### src/rtl/video_timing_gen_pkg.sv
// rtl/video_timing_gen_pkg.sv - shared FSM state, timing record and validity helper for video_timing_gen
package video_timing_gen_pkg;

    // Raster sequencer: LOAD latches the timing, RUN scans pixels
    typedef enum logic {
        LOAD = 1'b0,
        RUN  = 1'b1
    } state_t;

    // Threshold storage width; counters of width W (W <= TW_MAX) are zero-extended into it
    localparam int TW_MAX = 16;

    typedef struct packed {
        logic [TW_MAX-1:0] total;
        logic [TW_MAX-1:0] blank;
        logic [TW_MAX-1:0] sync_s;
        logic [TW_MAX-1:0] sync_e;
    } axis_cfg_t;

    typedef struct packed {
        axis_cfg_t h;
        axis_cfg_t v;
    } timing_t;

    // A line needs at least two pixels and a frame at least one line
    function automatic logic cfg_valid(input logic [TW_MAX-1:0] h_total,
                                       input logic [TW_MAX-1:0] v_total);
        return (h_total >= TW_MAX'(2)) && (v_total >= TW_MAX'(1));
    endfunction

endpackage

### src/rtl/video_timing_gen_if.sv
// rtl/video_timing_gen_if.sv - timing inputs and raster outputs of video_timing_gen (VIDEO_TIMING_SYNC_POL_EN adds sync polarity inputs)
interface video_timing_gen_if #(
    parameter int W = 11
);
    logic         en;
    logic [W-1:0] h_total;
    logic [W-1:0] h_blank;
    logic [W-1:0] h_sync_s;
    logic [W-1:0] h_sync_e;
    logic [W-1:0] v_total;
    logic [W-1:0] v_blank;
    logic [W-1:0] v_sync_s;
    logic [W-1:0] v_sync_e;
`ifdef VIDEO_TIMING_SYNC_POL_EN
    logic         hsync_pol;
    logic         vsync_pol;
`endif
    logic [W-1:0] h_count;
    logic [W-1:0] v_count;
    logic         blank;
    logic         hsync;
    logic         vsync;
    logic         line_end;
    logic         frame_end;
    logic         cfg_err;

`ifdef VIDEO_TIMING_SYNC_POL_EN
    modport master (
        output en, h_total, h_blank, h_sync_s, h_sync_e,
        output v_total, v_blank, v_sync_s, v_sync_e, hsync_pol, vsync_pol,
        input  h_count, v_count, blank, hsync, vsync, line_end, frame_end, cfg_err
    );
    modport slave (
        input  en, h_total, h_blank, h_sync_s, h_sync_e,
        input  v_total, v_blank, v_sync_s, v_sync_e, hsync_pol, vsync_pol,
        output h_count, v_count, blank, hsync, vsync, line_end, frame_end, cfg_err
    );
`else
    modport master (
        output en, h_total, h_blank, h_sync_s, h_sync_e,
        output v_total, v_blank, v_sync_s, v_sync_e,
        input  h_count, v_count, blank, hsync, vsync, line_end, frame_end, cfg_err
    );
    modport slave (
        input  en, h_total, h_blank, h_sync_s, h_sync_e,
        input  v_total, v_blank, v_sync_s, v_sync_e,
        output h_count, v_count, blank, hsync, vsync, line_end, frame_end, cfg_err
    );
`endif
endinterface

### src/rtl/video_timing_gen_timing_axis.sv
// rtl/video_timing_gen_timing_axis.sv - one raster axis: position counter, wrap, blank and sync decode
module timing_axis
    import video_timing_gen_pkg::*;
#(
    parameter int W = 11
) (
    input  logic         clk,
    input  logic         rst,
    input  logic         idle,
    input  logic         start,
    input  logic         step,
    input  axis_cfg_t    cfg,
    output logic [W-1:0] cnt,
    output logic         blank,
    output logic         sync,
    output logic         last
);
    logic [W-1:0]      cnt_nxt;
    logic [TW_MAX-1:0] cnt_ext;

    // Next position: restart at 0 on start, otherwise advance and wrap after the last position
    always_comb begin
        cnt_nxt = cnt;
        if (start) begin
            cnt_nxt = '0;
        end else if (step) begin
            cnt_nxt = last ? '0 : cnt + W'(1);
        end
    end

    assign cnt_ext = TW_MAX'(cnt_nxt);

    // Count and its decode are registered together so the flags describe the visible count
    always_ff @(posedge clk or negedge rst) begin
        if (!rst) begin
            cnt   <= '0;
            blank <= 1'b1;
            sync  <= 1'b0;
            last  <= 1'b0;
        end else if (idle) begin
            cnt   <= '0;
            blank <= 1'b1;
            sync  <= 1'b0;
            last  <= 1'b0;
        end else if (start || step) begin
            cnt   <= cnt_nxt;
            blank <= (cnt_ext >= cfg.blank);
            sync  <= (cnt_ext >= cfg.sync_s) && (cnt_ext < cfg.sync_e);
            last  <= (cnt_ext == cfg.total - TW_MAX'(1));
        end
    end

endmodule

### src/rtl/video_timing_gen.sv
// rtl/video_timing_gen.sv - raster timing generator with frame-boundary shadow reload (optional VIDEO_TIMING_SYNC_POL_EN)
module video_timing_gen
    import video_timing_gen_pkg::*;
#(
    parameter int W = 11
) (
    input logic               clk,
    input logic               rst,
    video_timing_gen_if.slave bus
);
    state_t  state;
    state_t  state_nxt;
    timing_t shadow;
    timing_t cfg_in;
    timing_t cfg_use;
    logic    cfg_err_q;
    logic    in_ok;
    logic    sh_ok;
    logic    reload;
    logic    idle;
    logic    start;
    logic    h_step;
    logic    v_step;
    logic    h_blank, h_sync, h_last;
    logic    v_blank, v_sync, v_last;

    // Timing inputs widened into the shared record
    always_comb begin
        cfg_in.h.total  = TW_MAX'(bus.h_total);
        cfg_in.h.blank  = TW_MAX'(bus.h_blank);
        cfg_in.h.sync_s = TW_MAX'(bus.h_sync_s);
        cfg_in.h.sync_e = TW_MAX'(bus.h_sync_e);
        cfg_in.v.total  = TW_MAX'(bus.v_total);
        cfg_in.v.blank  = TW_MAX'(bus.v_blank);
        cfg_in.v.sync_s = TW_MAX'(bus.v_sync_s);
        cfg_in.v.sync_e = TW_MAX'(bus.v_sync_e);
    end

    // Shadows load in LOAD or on the last pixel of a frame; the pixel after a load
    // is decoded with the incoming timing so the new frame starts clean
    assign in_ok   = cfg_valid(cfg_in.h.total, cfg_in.v.total);
    assign sh_ok   = cfg_valid(shadow.h.total, shadow.v.total);
    assign reload  = bus.en && ((state == LOAD) || (h_last && v_last));
    assign idle    = reload && !in_ok;
    assign start   = bus.en && (state == LOAD) && in_ok;
    assign h_step  = bus.en && (state == RUN) && sh_ok && !idle;
    assign v_step  = h_step && h_last;
    assign cfg_use = reload ? cfg_in : shadow;

    // FSM state register
    always_ff @(posedge clk or negedge rst) begin
        if (!rst) begin
            state <= LOAD;
        end else begin
            state <= state_nxt;
        end
    end

    // LOAD lasts one enabled clock; an invalid shadow sends RUN back to LOAD
    always_comb begin
        state_nxt = state;
        if (bus.en) begin
            if (state == LOAD) begin
                state_nxt = RUN;
            end else if (!sh_ok) begin
                state_nxt = LOAD;
            end
        end
    end

    // Shadow timing and configuration error flag, updated only on a load
    always_ff @(posedge clk or negedge rst) begin
        if (!rst) begin
            shadow    <= '0;
            cfg_err_q <= 1'b0;
        end else if (reload) begin
            shadow    <= cfg_in;
            cfg_err_q <= !in_ok;
        end
    end

    timing_axis #(.W(W)) u_h_axis (
        .clk   (clk),
        .rst   (rst),
        .idle  (idle),
        .start (start),
        .step  (h_step),
        .cfg   (cfg_use.h),
        .cnt   (bus.h_count),
        .blank (h_blank),
        .sync  (h_sync),
        .last  (h_last)
    );

    timing_axis #(.W(W)) u_v_axis (
        .clk   (clk),
        .rst   (rst),
        .idle  (idle),
        .start (start),
        .step  (v_step),
        .cfg   (cfg_use.v),
        .cnt   (bus.v_count),
        .blank (v_blank),
        .sync  (v_sync),
        .last  (v_last)
    );

    assign bus.blank     = h_blank || v_blank;
    assign bus.line_end  = h_last && bus.en;
    assign bus.frame_end = h_last && v_last && bus.en;
    assign bus.cfg_err   = cfg_err_q;

`ifdef VIDEO_TIMING_SYNC_POL_EN
    logic hs_idle;
    logic vs_idle;

    // Idle sync levels (inverse of polarity) latch with the shadows; they reset low
    always_ff @(posedge clk or negedge rst) begin
        if (!rst) begin
            hs_idle <= 1'b0;
            vs_idle <= 1'b0;
        end else if (reload) begin
            hs_idle <= ~bus.hsync_pol;
            vs_idle <= ~bus.vsync_pol;
        end
    end

    assign bus.hsync = h_sync ^ hs_idle;
    assign bus.vsync = v_sync ^ vs_idle;
`else
    assign bus.hsync = h_sync;
    assign bus.vsync = v_sync;
`endif

endmodule

### src/flat_wrapper.sv
// flat-port wrapper written by rule: the top's interface ports become plain ports
module video_timing_gen_flat import video_timing_gen_pkg::*;
#(
    parameter int W = 11
)
  (clk, rst, bus_en, bus_h_total, bus_h_blank, bus_h_sync_s, bus_h_sync_e, bus_v_total, bus_v_blank, bus_v_sync_s, bus_v_sync_e, bus_h_count, bus_v_count, bus_blank, bus_hsync, bus_vsync, bus_line_end, bus_frame_end, bus_cfg_err);
  video_timing_gen_if #(.W(W)) bus_i ();
  input logic clk;
  input logic rst;
  input wire logic [$bits(bus_i.en)-1:0] bus_en;
  input wire logic [$bits(bus_i.h_total)-1:0] bus_h_total;
  input wire logic [$bits(bus_i.h_blank)-1:0] bus_h_blank;
  input wire logic [$bits(bus_i.h_sync_s)-1:0] bus_h_sync_s;
  input wire logic [$bits(bus_i.h_sync_e)-1:0] bus_h_sync_e;
  input wire logic [$bits(bus_i.v_total)-1:0] bus_v_total;
  input wire logic [$bits(bus_i.v_blank)-1:0] bus_v_blank;
  input wire logic [$bits(bus_i.v_sync_s)-1:0] bus_v_sync_s;
  input wire logic [$bits(bus_i.v_sync_e)-1:0] bus_v_sync_e;
  output wire logic [$bits(bus_i.h_count)-1:0] bus_h_count;
  output wire logic [$bits(bus_i.v_count)-1:0] bus_v_count;
  output wire logic [$bits(bus_i.blank)-1:0] bus_blank;
  output wire logic [$bits(bus_i.hsync)-1:0] bus_hsync;
  output wire logic [$bits(bus_i.vsync)-1:0] bus_vsync;
  output wire logic [$bits(bus_i.line_end)-1:0] bus_line_end;
  output wire logic [$bits(bus_i.frame_end)-1:0] bus_frame_end;
  output wire logic [$bits(bus_i.cfg_err)-1:0] bus_cfg_err;
  assign bus_i.en = bus_en;
  assign bus_i.h_total = bus_h_total;
  assign bus_i.h_blank = bus_h_blank;
  assign bus_i.h_sync_s = bus_h_sync_s;
  assign bus_i.h_sync_e = bus_h_sync_e;
  assign bus_i.v_total = bus_v_total;
  assign bus_i.v_blank = bus_v_blank;
  assign bus_i.v_sync_s = bus_v_sync_s;
  assign bus_i.v_sync_e = bus_v_sync_e;
  assign bus_h_count = bus_i.h_count;
  assign bus_v_count = bus_i.v_count;
  assign bus_blank = bus_i.blank;
  assign bus_hsync = bus_i.hsync;
  assign bus_vsync = bus_i.vsync;
  assign bus_line_end = bus_i.line_end;
  assign bus_frame_end = bus_i.frame_end;
  assign bus_cfg_err = bus_i.cfg_err;
  video_timing_gen #(.W(W)) u_core (.clk(clk), .rst(rst), .bus(bus_i));
endmodule
### config.mk
export PLATFORM = sky130hd
export DESIGN_NAME = video_timing_gen_flat
export DESIGN_NICKNAME = d
export VERILOG_FILES = /design/src/rtl/video_timing_gen_pkg.sv /design/src/rtl/video_timing_gen_if.sv /design/src/rtl/video_timing_gen_timing_axis.sv /design/src/rtl/video_timing_gen.sv /design/src/flat_wrapper.sv
export SDC_FILE = /design/constraint.sdc
export NUM_CORES = 1
export LEC_CHECK = 0
export CAP_MARGIN = 20
export CORE_MARGIN = 1.5
export CORE_UTILIZATION = 45
export DETAILED_ROUTE_END_ITERATION = 12
export PLACE_DENSITY = 0.67
export SYNTH_ARGS = -nofsm -noshare
export SYNTH_HDL_FRONTEND = slang
export SYNTH_HIERARCHICAL = 1
export SYNTH_SLANG_ARGS = --single-unit
export TNS_END_PERCENT = 50
### constraint.sdc
create_clock -name clk -period 10.4 [get_ports clk]
set_clock_uncertainty 0.05 [all_clocks]
set_input_delay 2.08 -clock clk [delete_from_list [all_inputs] [get_ports clk]]
set_output_delay 2.08 -clock clk [all_outputs]
set_load 0.05 [all_outputs]
After elaboration in Yosys (flattened, before gate mapping)
Cells that the tools add are included.
{"block": "word_totals", "reg_bits": 158, "inputBits": 91, "output_inout_bits": 28, "elab_cells": 83}
{"block": "classes", "n_addsub": 4, "n_lt_le_gt_ge": 10, "n_eq_ne": 2, "mux": 25, "n_bitwise": 1, "reduce_logical": 23}
{"op": "$mux 128", "n": 1}
{"op": "$mux 11", "n": 10}
{"op": "$ge 11x16->1", "n": 4}
{"op": "$eq 11x16->1", "n": 2}
{"op": "$lt 11x16->1", "n": 2}
{"op": "$sub 16x1->16 const B", "n": 2}
{"op": "$add 11x1->11 const B", "n": 2}
{"op": "$ge 16x1->1 const B", "n": 1}
{"op": "$ge 16x2->1 const B", "n": 1}
{"op": "$logic_and 1x1->1", "n": 15}
{"op": "$mux 1", "n": 14}
{"op": "$ge 11x1->1 const B", "n": 1}
{"op": "$ge 11x2->1 const B", "n": 1}
{"op": "$logic_or 1x1->1", "n": 4}
{"op": "$reduce_bool 2->1", "n": 2}
{"op": "$logic_not 1->1", "n": 2}
{"op": "$not 1->1", "n": 1}

Longest topological paths before layout
Gate-level depths: netlist of run 1.
{"block": "depth", "depth_word": 13, "depth_mapped": 17, "ltp_nobuf": 16}

Hierarchy
Netlist of run 1, hierarchy kept.
{"mod": "video_timing_gen", "instances": 1, "cells_per_inst": 306, "area_per_inst_um2": 5109.9, "seq_area_each_um2": 3253.1}
{"mod": "timing_axis at u_core.u_v_axis", "instances": 1, "cells_per_inst": 249, "area_per_inst_um2": 1998.2, "seq_area_each_um2": 351.6}
{"mod": "timing_axis at u_core.u_h_axis", "instances": 1, "cells_per_inst": 251, "area_per_inst_um2": 1936.9, "seq_area_each_um2": 351.6}

Worst setup path before layout of run 1
No wires, ideal clock.
{"block": "synth_path", "kind": "input -> register", "start": "in bus_v_total[10]", "end": "reg u_core.u_h_axis.sync", "setup_time_ns": 0.078, "t_arrival_ns": 4.944, "required_time_ns": 10.272, "setup_slack_ns": 5.328, "path_stages": 14, "path_buffers": 1, "path_cell_list": "nor4_1 > nand3_1 > a21oi_2 > nor3_1 > clkbuf_1 > a21o_1 > nor2_1 > ha_1 > a21o_1 > a21o_1 > a21oi_1 > o21ai_0 > a221o_1 > a21oi_1"}
{"block": "synth_between", "elab_chain_cells": 12, "elab_cells_between_ends": 16, "cone_classes": "order compare: 3; mux: 4; reduce/logical: 9"}
{"element": "from (decl)", "line_no": "flat_wrapper.sv:15", "source": "input wire logic [$bits(bus_i.v_total)-1:0] bus_v_total;"}
{"element": "$ge 11x1->1 (*)", "line_no": "video_timing_gen_pkg.sv:28", "source": "return (h_total >= TW_MAX'(2)) && (v_total >= TW_MAX'(1));"}
{"element": "$logic_and 1x1->1 (*)", "line_no": "video_timing_gen_pkg.sv:28"}
{"element": "$logic_not 1->1 (*)", "line_no": "video_timing_gen.sv:44", "source": "assign idle = reload && !in_ok;"}
{"element": "$logic_and 1x1->1 (*)", "line_no": "video_timing_gen.sv:44"}
{"element": "net u_core.idle", "line_no": "video_timing_gen.sv:20", "source": "logic idle;"}
{"element": "$logic_not 1->1 (*)", "line_no": "video_timing_gen.sv:46", "source": "assign h_step = bus.en && (state == RUN) && sh_ok && !idle;"}
{"element": "$logic_and 1x1->1 (*)", "line_no": "video_timing_gen.sv:46"}
{"element": "net u_core.h_step", "line_no": "video_timing_gen.sv:22", "source": "logic h_step;"}
{"element": "$mux 11", "line_no": "video_timing_gen_timing_axis.sv:26", "source": "end else if (step) begin"}
{"element": "$mux 11", "line_no": "video_timing_gen_timing_axis.sv:24", "source": "if (start) begin"}
{"element": "$ge 11x16->1 or $lt 11x16->1 (tied branches)", "line_no": "video_timing_gen_timing_axis.sv:48", "source": "sync <= (cnt_ext >= cfg.sync_s) && (cnt_ext < cfg.sync_e);"}
{"element": "$logic_and 1x1->1", "line_no": "video_timing_gen_timing_axis.sv:48"}
{"element": "$mux 1", "line_no": "video_timing_gen_timing_axis.sv:45", "source": "end else if (start || step) begin"}
{"element": "$mux 1", "line_no": "video_timing_gen_timing_axis.sv:40", "source": "end else if (idle) begin"}
{"element": "to (signal assigned)", "line_no": "video_timing_gen_timing_axis.sv:48"}
{"element": "to (decl)", "line_no": "video_timing_gen_timing_axis.sv:15", "source": "output logic sync,"}
The timed path passes the listed nets; every way through them passes the cells marked *. The select of a mux whose other input is x is not followed.
A chain may end at the register's enable or synchronous reset.

Final worst setup path of run 1
{"block": "layout_path", "start": "in bus_en", "end": "reg u_core.u_v_axis.sync"}
{"block": "layout_between", "elab_chain_cells": 11, "elab_cells_between_ends": 19, "cone_classes": "order compare: 2; mux: 5; reduce/logical: 12"}
{"element": "from (decl)", "line_no": "flat_wrapper.sv:10", "source": "input wire logic [$bits(bus_i.en)-1:0] bus_en;"}
{"element": "$logic_and 1x1->1 (*)", "line_no": "video_timing_gen.sv:43", "source": "assign reload = bus.en && ((state == LOAD) || (h_last && v_last));"}
{"element": "$logic_and 1x1->1 (*)", "line_no": "video_timing_gen.sv:44"}
{"element": "net u_core.idle", "line_no": "video_timing_gen.sv:20"}
{"element": "$logic_not 1->1 (*)", "line_no": "video_timing_gen.sv:46"}
{"element": "$logic_and 1x1->1 (*)", "line_no": "video_timing_gen.sv:46"}
{"element": "$logic_and 1x1->1 (*)", "line_no": "video_timing_gen.sv:47", "source": "assign v_step = h_step && h_last;"}
{"element": "net u_core.v_step", "line_no": "video_timing_gen.sv:23", "source": "logic v_step;"}
{"element": "$mux 11", "line_no": "video_timing_gen_timing_axis.sv:26"}
{"element": "$mux 11", "line_no": "video_timing_gen_timing_axis.sv:24"}
{"element": "$ge 11x16->1 or $lt 11x16->1 (tied branches)", "line_no": "video_timing_gen_timing_axis.sv:48"}
{"element": "$logic_and 1x1->1", "line_no": "video_timing_gen_timing_axis.sv:48"}
{"element": "$mux 1", "line_no": "video_timing_gen_timing_axis.sv:45"}
{"element": "$mux 1", "line_no": "video_timing_gen_timing_axis.sv:40"}
{"element": "to (signal assigned)", "line_no": "video_timing_gen_timing_axis.sv:48"}
{"element": "to (decl)", "line_no": "video_timing_gen_timing_axis.sv:15"}
Marked as above.

==> impl_metrics.tcl, run 1 <==
set metrics [dict create \
    crit_path_end_kind "flop" \
    clk_latency_ns 0.43 \
    cts.sink_count 158 \
    setup_repair_after_global_routing_missed_its_margin "false" \
    timing.setup.critical_path_class "in2reg" \
    seq_power_share_pct 32.3 \
    slew_headroom_pct 43.4 \
    maximum_number_of_pins_on_one_net_before_global_route_repair 96 \
    fp.coreArea_um2 19600 \
    leakagePower_nw 5.39 \
    sum_of_net_half_perimeters_after_detailed_placement_um 14500 \
    gp_routability_congestion 0.849 \
    synth.area.top_cells "dfrtp_1 (43%), mux2_4 (9.8%), ha_1 (9.4%)" \
    layout-drive-gt1-share_pct 14.8 \
    grt_pass1_wl_um 32400 \
    regToRegStartpoint "u_core/u_h_axis/last" \
    internal-power_mw 1.80 \
    cts.reportedPaths.clkPinSlew_ns 0.06 \
    fp.dieW_um 145 \
    drt-vias-per-instance 5.19 \
    slew_violations 0 \
    power_switching_uw 987 \
    worst_hold_startpoint "u_core/shadow[11]" \
    numCtsBuffers 17 \
    cell_area_synth_um2 9040 \
    remaining_drc_errors 0 \
    worst_setup_path_start_kind "input pin" \
    finalHoldWorstSlack_ns 0.422 \
    power.total_mw 2.78 \
    num_io_pins 119 \
    ctsHtreeMaxLevel 4 \
    synth.top_cell.area_share_pct 43.2 \
    cpMaxStageDelayCell "clkdlybuf4s50_1" \
    yosys_warnings 6 \
    yosys_register_bits 158 \
    netlist.top_cell.by_area "dfrtp_1" \
    flow.area_growth_from_synthesis_pct 21.3 \
    postCtsSetupBuffers 0 \
    slowest_delay_ns 0.65 \
    max_clock_freq_ghz 0.163 \
    routed_wirelength_um 20100 \
    power_switching_share_pct 35.5 \
    largest_register_ffs 128 \
    fp.dieArea_um2 21000 \
    final_nets 1085 \
    biggestRegsByFlops "u_core/shadow: 128 flops, u_core/u_h_axis/cnt: 11 flops, u_core/u_v_axis/cnt: 11 flops" \
    postRouteAntennaNets 0 \
    tritoncts "yes" \
    antenna_found_initial 0 \
    power_density_nw_per_um2 254 \
    number_of_enable_flip_flop_cells_after_synthesis 0 \
    portBuffers 118 \
    synthesis.area_per_instance_um2 11.2 \
    finalWorstPathRequiredPeriod_ns 6.14 \
    initial_cell_density_of_the_core_pct 46.2 \
    crit_fanout 79 \
    first_pass_iters 5 \
    worst_ir_drop_vdd_uv 126 \
    placementRows 51 \
    largest-register "u_core/shadow" \
    routed-via-count 6248 \
    global_route.overflow_total 0 \
    layout.core_utilization_pct 56.0 \
    grt.total_usage_pct 20.2 \
    list_of_cells_traversed_by_the_critical_path "clkdlybuf4s50_1 -> nand2_8 -> a21oi_2 -> buf_4 -> nor3_1 -> buf_4 -> nor2b_1 -> a21oi_1 -> ha_1 -> nand2b_1 -> a21o_1 -> a21o_1 -> a211oi_1 -> o21ai_1 -> a221oi_1 -> o31ai_1" \
    clk_root_buffer_cell "clkbuf_16" \
    layout_worst_path_cycle_share_pct 59.0 \
    pre_cts_ws_ns 3.81 \
    timing.final.hold_violations 0 \
    setup_violations 0 \
    ctsResizeCount 0 \
    timing.critical_path.required_ns 10.65 \
    cp_arrival_ns 6.39 \
    crit_start "bus_en" \
    cts.hold.buffers_added 0 \
    final_antenna_diode_count 0 \
    post_synth_num_cell_types 64 \
    synthesis.instances 806 \
    max_cap_viol_count 0 \
    floorplan.die.height_um 145 \
    synth_async_sr_flop_share_pct 100 \
    status "finished, final reports clean" \
    first_iter_violations 415 \
    first_global_vias 6249 \
    worst_slack_ns 4.26 \
    drt-wirelength-per-cell_um 16.7 \
    synth_seq_area_share_pct 43.7 \
    synth_top_flop_cell "dfrtp_1" \
    clockPowerShare_pct 22.5 \
    cts_buffer_depth 2 \
    number_of_nets_produced_by_synthesis 965 \
    pwr-share-comb_pct 45.1 \
    fin_setup_tns_ns 0 \
    hp-class "reg2reg" \
    worst_margin_slew_ns 0.850 \
]
## per-layer routing
metal | up-vias | track usage (%) | part of all wire, %
met1 | 3011 | 29.8 | 50
met2 | 151 | 30.0 | 44
met5 | - | 0 | 0
met4 | 0 | 6.49 | 1.2
li1 | 3063 | - | -
met3 | 23 | 3.55 | 4.5
## final timing paths
check	slack (ns)	endpoint	depth (start not counted)
min in group asynchronous	1.68	u_core/shadow[89]	1
worst min-delay path	0.42	u_core/shadow[11]	1
worst max register to register	5.91	u_core/u_v_axis/sync	16
worst min register to register	0.42	u_core/shadow[11]	1
max in group asynchronous	7.23	u_core/shadow[52]	2
worst max-delay path	4.26	u_core/u_v_axis/sync	16
## layout make-up
type                            instances  area [um^2]
Clock buffer                           19          443
Clock inverter                         12          145
Fill cell                            1680         8620
Inverter                               76          285
Multi-Input combinational cell        550         4590
Sequential cell                       158         3960
Tap cell                              265          332
Timing Repair Buffer                  123         1220
## per-stage QoR
step / cell area [um^2] / std cells
3_3_place_gp: 10400 / 1172
2_1_floorplan: 9040 / 806
4_1_cts: 11000 / 1203
6_report: 11000 / 1203
5_1_grt: 11000 / 1203
3_5_place_dp: 10400 / 1172
## power by group through the flow
stage | Sequential (mW) | Clock [mW] | Combinational (mW)
floorplan | 0.940 | 0 | 0.892
global placement | 0.902 | 0 | 1.22
detailed placement | 0.911 | 0 | 1.24
CTS | 0.901 | 0.642 | 1.26
global route | 0.921 | 0.669 | 1.39
finish | 0.901 | 0.627 | 1.26
## placed cells by master, fill, tap and decap left out, types with 4 or more instances in the layout
| master | Yosys | final |
|---|---|---|
| dfrtp_1 | 156 | 156 |
| clkdlybuf4s50_1 | 0 | 117 |
| inv_1 | 76 | 76 |
| ha_1 | 68 | 68 |
| mux2_4 | 59 | 59 |
| and2_1 | 42 | 42 |
| nor2_1 | 42 | 42 |
| nor3_1 | 37 | 37 |
| xnor2_1 | 37 | 37 |
| mux2_2 | 29 | 29 |
| nand2_1 | 26 | 26 |
| a21oi_1 | 23 | 23 |
| nor4_1 | 20 | 20 |
| a21o_1 | 19 | 19 |
| xor2_1 | 19 | 19 |
| clkbuf_16 | 0 | 17 |
| nand3_1 | 15 | 15 |
| nand4_1 | 12 | 12 |
| o21ai_0 | 12 | 12 |
| nor2b_1 | 7 | 7 |
| mux2i_1 | 7 | 7 |
| or4_1 | 7 | 7 |
| clkinv_2 | 0 | 6 |
| nor3b_1 | 6 | 6 |
| o21ai_1 | 6 | 6 |
| buf_4 | 4 | 5 |
| a211oi_1 | 5 | 5 |
| and3_1 | 4 | 4 |
| nand2b_1 | 4 | 4 |
## logic make-up after synthesis
logic type	share of synthesized area, %
buf+inv	5.62
mux	14.2
fa+ha+maj	9.41
simple gates	14.7
xor+xnor	5.60
flops	43.7
compound gates	6.75
## critical path, delay by kind of cell
kind                     cells  cell delay, ns
AO/OA/AOI/OAI                8            1.88
AND/OR/NAND/NOR              4            0.86
buffers and inverters        3            1.20
adder cells (fa/ha/maj)      1            0.35
## Yosys cell counts, types with 4 or more instances
master,instances
nor3_1,37
a21oi_1,23
o21ai_0,12
nand3_1,15
nor3b_1,6
mux2i_1,7
nand4_1,12
or4_1,7
dfrtp_1,156
nor2b_1,7
buf_12,7
and3_1,4
inv_1,76
mux2_2,29
ha_1,68
and2_1,42
clkbuf_2,4
xnor2_1,37
buf_4,4
o21ai_1,6
nor4_1,20
nand2_1,26
mux2_4,59
nor2_1,42
a211oi_1,5
nand2b_1,4
clkbuf_1,5
xor2_1,19
a21o_1,19
Note: power is estimated with default switching activity, not from simulation.
==> inputs of run 2 (changes only) <==
- clock period: 10.4 -> 5.7 ns (I/O delays scaled with it)
==> impl_metrics.tcl, run 2 (same netlist as run 1, synthesis figures left out) <==
set metrics [dict create \
    power_switching_mw 1.84 \
    placementRows 51 \
    floorplan.die.height_um 145 \
    ctsHtreeMaxLevel 4 \
    slowest_delay_ns 0.44 \
    layout-drive-gt1-share_pct 15.6 \
    timing.final.hold_violations 0 \
    postRouteAntennaNets 0 \
    setup.reg_to_reg.worst_slack_ns 1.66 \
    power.total_mw 5.12 \
    fp.dieArea_um2 21000 \
    setup_repair_after_global_routing_missed_its_margin "false" \
    leakagePower_nw 5.42 \
    slew_headroom_pct 48.6 \
    num-fill-cells 1697 \
    crit_start "bus_v_total[7]" \
    clockPowerShare_pct 23.0 \
    largest-register "u_core/shadow" \
    pwr-share-comb_pct 44.9 \
    first_iter_violations 333 \
    routed_wirelength_um 20300 \
    num_io_pins 119 \
    routed-via-count 6318 \
    ctsResizeCount 0 \
    cp_arrival_ns 5.09 \
    postCtsSetupBuffers 0 \
    layout.core_utilization_pct 56.3 \
    status "finished, final reports clean" \
    timing.critical_path.required_ns 5.96 \
    drt-wirelength-per-cell_um 16.8 \
    gp_routability_congestion 0.856 \
    global_route.overflow_total 0 \
    final_antenna_diode_count 0 \
    worst_margin_slew_ns 0.770 \
    tritoncts "yes" \
    fin_setup_tns_ns 0 \
    cts.hold.buffers_added 0 \
    flow.area_growth_from_synthesis_pct 22.0 \
    seq_power_share_pct 32.1 \
    setup_violations 0 \
    first_global_vias 6367 \
    max_cap_viol_count 0 \
    initial_cell_density_of_the_core_pct 46.2 \
    finalHoldWorstSlack_ns 0.419 \
    timing.setup.critical_path_class "in2reg" \
    hp-class "reg2reg" \
    worst_setup_path_start_kind "input pin" \
    cp-endpoint "u_core/u_h_axis/sync" \
    mostFrequentLayoutCell "dfrtp_1" \
    drt-vias-per-instance 5.22 \
    biggestRegsByFlops "u_core/shadow: 128 flops, u_core/u_h_axis/cnt: 11 flops, u_core/u_v_axis/cnt: 11 flops" \
    crit_path_end_kind "flop" \
    list_of_cells_traversed_by_the_critical_path "clkdlybuf4s50_1 -> nor4_1 -> nand3_1 -> a21oi_2 -> nor3_1 -> buf_4 -> nand4_1 -> nor2_1 -> xnor2_1 -> nor2_1 -> ha_1 -> a21o_1 -> a21o_1 -> a21oi_1 -> o31a_1 -> o21ai_0 -> a32oi_1 -> a21oi_1" \
    fp.dieW_um 145 \
    largest_register_ffs 128 \
    cts.reportedPaths.clkPinSlew_ns 0.06 \
    power_switching_share_pct 35.9 \
    slew_violations 0 \
    final_nets 1091 \
    regToRegStartpoint "u_core/u_h_axis/last" \
    remaining_drc_errors 0 \
    max_clock_freq_ghz 0.207 \
    numCtsBuffers 17 \
    portBuffers 118 \
    cpMaxStageDelayCell "nor4_1" \
    grt_pass1_wl_um 32800 \
    internal-power_mw 3.29 \
    antenna_found_initial 0 \
    worst-r2r-cell-count 17 \
    grt.total_usage_pct 20.5 \
    clk_root_buffer_cell "clkbuf_16" \
    sum_of_net_half_perimeters_after_detailed_placement_um 15100 \
    finalWorstPathRequiredPeriod_ns 4.83 \
    crit_fanout 12 \
    maximum_number_of_pins_on_one_net_before_global_route_repair 63 \
    mostFrequentLayoutCells "dfrtp_1 (156), clkdlybuf4s50_1 (117), inv_1 (76)" \
    fp.coreArea_um2 19600 \
    clk_latency_ns 0.43 \
    cts_buffer_depth 2 \
    regToRegEndpoint "u_core/u_h_axis/sync" \
    power_density_nw_per_um2 464 \
    worst_ir_drop_vdd_uv 240 \
    layout_worst_path_cycle_share_pct 84.8 \
    first_pass_iters 4 \
    cts.sink_count 158 \
]
run 2: changes by cell type in the layout (fill, tap and decap cells not counted):
| cell | change |
|---|---|
| buf_4 | +6 |
| inv_6 | +4 |
| clkbuf_8 | -1 |
| clkbuf_1 | -1 |
| clkinv_2 | -4 |
| clkinvlp_4 | +1 |
| clkinv_4 | +2 |
run 2: metal layers:
layer | part of all wire [%] | GRT usage (%) | vias to the layer above
met1 | 50 | 29.6 | 3081
met4 | 1.7 | 6.80 | 0
met5 | 0 | 0 | -
li1 | - | - | 3079
met2 | 44 | 31.1 | 136
met3 | 4.0 | 3.59 | 22
run 2: layout make-up:
| type | instances | area, um^2 | share of cell area [%] |
|---|---|---|---|
| multi-input cells | 550 | 4590 | 41.6 |
| flip-flops and latches | 158 | 3960 | 35.8 |
| repair buffers | 129 | 1260 | 11.5 |
| clock buffers | 17 | 425 | 3.85 |
| well taps | 265 | 332 | 3.00 |
| inverters | 76 | 285 | 2.58 |
| clock inverters | 15 | 185 | 1.68 |
run 2: how the worst min path moves through the flow:
stage,start,end,depth (start not counted)
after detailed placement,u_core/shadow[44],u_core/shadow[44],1
after CTS,u_core/shadow[44],u_core/shadow[44],1
after floorplan,u_core/shadow[11],u_core/shadow[11],1
after global placement,u_core/shadow[77],u_core/shadow[77],1
after global routing,u_core/shadow[46],u_core/shadow[46],1
final,u_core/shadow[44],u_core/shadow[44],1
run 2: critical path, delay by kind of cell:
family / cells / cell delay [ns]
AND/OR/NAND/NOR: 6 / 1.49
AO/OA/AOI/OAI: 8 / 1.36
buffers and inverters: 2 / 0.61
adder cells (fa/ha/maj): 1 / 0.35
XOR/XNOR: 1 / 0.14
run 2: power by group through the flow:
| stage | clock network (mW) | logic (mW) | registers (mW) |
|---|---|---|---|
| finish | 1.18 | 2.30 | 1.64 |
| global route | 1.25 | 2.57 | 1.68 |
| floorplan | 0 | 1.63 | 1.71 |
| CTS | 1.21 | 2.31 | 1.64 |
| global placement | 0 | 2.26 | 1.65 |
| detailed placement | 0 | 2.28 | 1.66 |
run 2: stage by stage:
stage | cells | area [um^2] | worst slack (ns)
floorplan | 806 | 9040 | 1.57
global placement | 1178 | 10400 | 0.679
detailed placement | 1178 | 10400 | 0.489
CTS | 1210 | 11000 | 0.927
global route | 1210 | 11000 | 0.650
finish | 1210 | 11000 | 0.869
==> inputs of run 3 (changes only) <==
- PLACE_DENSITY: 0.67 -> 0.7
- clock period: 5.7 -> 3.9 ns (I/O delays scaled with it)
==> impl_metrics.tcl, run 3 (same netlist as run 1, synthesis figures left out) <==
set metrics [dict create \
    fp.coreArea_um2 19600 \
    cts.reportedPaths.clkPinSlew_ns 0.06 \
    worst_margin_slew_ns 0.997 \
    fin_setup_tns_ns 0 \
    clk_root_buffer_cell "clkbuf_16" \
    first_global_vias 6855 \
    routed-via-count 6851 \
    status "finished, final reports clean" \
    leakagePower_nw 6.14 \
    first_iter_violations 434 \
    num_io_pins 119 \
    postRouteAntennaNets 0 \
    setup_violations 0 \
    setup.reg_to_reg.worst_slack_ns 0.31 \
    crit_fanout 7 \
    worst-r2r-cell-count 11 \
    max_cap_viol_count 0 \
    regToRegStartpoint "u_core/state" \
    global_route.overflow_total 0 \
    sum_of_net_half_perimeters_after_detailed_placement_um 16500 \
    layout_worst_path_cycle_share_pct 98.8 \
    remaining_drc_errors 0 \
    mostFrequentLayoutCells "dfrtp_1 (156), buf_4 (147), clkdlybuf4s50_1 (116)" \
    timing.setup.critical_path_class "in2reg" \
    numCtsBuffers 17 \
    placementRows 51 \
    worst_ir_drop_vdd_uv 316 \
    worst_slack_ns 0.0458 \
    final_nets 1230 \
    num-fill-cells 1571 \
    largest-register "u_core/shadow" \
    power.total_mw 8.10 \
    layout.core_utilization_pct 62.4 \
    gp_routability_congestion 0.895 \
    fp.dieArea_um2 21000 \
    biggestRegsByFlops "u_core/shadow: 128 flops, u_core/u_h_axis/cnt: 11 flops, u_core/u_v_axis/cnt: 11 flops" \
    grt.total_usage_pct 21.8 \
    worst_setup_path_start_kind "input pin" \
    ctsHtreeMaxLevel 4 \
    crit_path_end_kind "flop" \
    antenna_found_initial 0 \
    cts_buffer_depth 2 \
    fp.dieW_um 145 \
    grt_pass1_wl_um 35100 \
    timing.critical_path.required_ns 4.20 \
    clk_latency_ns 0.42 \
    tritoncts "yes" \
    cts.hold.buffers_added 0 \
    hp-class "in2async" \
    maximum_number_of_pins_on_one_net_before_global_route_repair 108 \
    finalWorstPathRequiredPeriod_ns 3.85 \
    timing.final.hold_violations 0 \
    max_clock_freq_ghz 0.259 \
    cp_arrival_ns 4.15 \
    power_density_nw_per_um2 662 \
    initial_cell_density_of_the_core_pct 46.2 \
    mostFrequentLayoutCell "dfrtp_1" \
    largest_register_ffs 128 \
    layout-drive-gt1-share_pct 27.7 \
    first_pass_iters 4 \
    flow.area_growth_from_synthesis_pct 35.2 \
    slew_violations 0 \
    routed_wirelength_um 22000 \
    regToRegEndpoint "u_core/u_h_axis/last" \
    floorplan.die.height_um 145 \
    finalHoldWorstSlack_ns 0.390 \
    drt-vias-per-instance 5.07 \
    pre_cts_ws_ns -0.494 \
    slew_headroom_pct 33.5 \
    drt-wirelength-per-cell_um 16.3 \
    cts.sink_count 158 \
    portBuffers 118 \
]
run 3: cell count changes in the layout (fill, tap and decap cells not counted), moves of 2 or more:
cell | before | now
nor2_2 | 0 | 3
a211oi_2 | 0 | 2
buf_6 | 1 | 3
nor3_2 | 1 | 3
nor4_1 | 20 | 16
a211oi_1 | 5 | 3
nor3_1 | 37 | 35
nand3_1 | 15 | 13
clkinv_4 | 4 | 2
nor2_1 | 42 | 39
nor4_2 | 0 | 3
nand3_2 | 1 | 3
buf_4 | 11 | 147
clkbuf_1 | 0 | 2
run 3: what timing repair did:
action	in CTS	in global routing
endpoints found under the setup margin	2	6
setup buffers	1	0
pin swaps	2	9
resized for setup	3	19
run 3: final cells by class:
cell class              instances  area (um^2)  area share, %
multi-input cells             550         4690           38.4
flip-flops and latches        158         3960           32.4
inverters                      76          285           2.33
clock inverters                12          184           1.50
clock buffers                  20          447           3.65
repair buffers                268         2330           19.1
well taps                     265          332           2.71
diodes                          1         2.50         0.0205
run 3: report_power, final:
group	internal, mW	total (mW)	leakage (nW)	switching (mW)
sequential	2.16	2.41	2.03	0.249
clock	1.10	1.77	0.302	0.678
combinational	2.05	3.91	3.80	1.87
total	5.30	8.10	6.14	2.80
run 3: routing by layer:
metal	share of wire (%)	wire (um)	vias to the layer above	track usage [%]
met1	49	10800	3310	31.3
met2	46	10200	148	34.4
met3	3.4	751	25	2.86
met5	0	0	-	0
li1	-	-	3368	-
met4	1.3	293	0	6.43
run 3: how the worst max path moves through the flow:
| stage | slack, ns | startpoint | depth (start not counted) | to |
|---|---|---|---|---|
| after floorplan | 0.13 | bus_v_total[10] | 14 | u_core/u_h_axis/sync |
| after global placement | -0.40 | bus_v_total[10] | 16 | u_core/u_v_axis/blank |
| after detailed placement | -0.49 | bus_h_total[6] | 17 | u_core/u_v_axis/blank |
| after CTS | 0.009 | bus_v_total[9] | 16 | u_core/u_v_axis/sync |
| after global routing | -0.08 | bus_v_total[5] | 16 | u_core/u_v_axis/sync |
| final | 0.05 | bus_en | 12 | u_core/u_h_axis/last |
run 3: critical path, cell delays in order:
cell and delay [ns]:
clkdlybuf4s50_1 0.48, buf_6 0.14, nand2_8 0.07, buf_12 0.13, mux2_4 0.30, or4_4 0.55
or3_4 0.35, or4b_1 0.54, o21ai_2 0.09, nand3_1 0.09, or4_1 0.50, o21ai_1 0.14
run 3: metrics by stage:
stage               instance area (um^2)  std cells
floorplan                           9040        806
global placement                   11500       1316
detailed placement                 11500       1316
CTS                                12100       1349
global route                       12200       1349
finish                             12200       1350
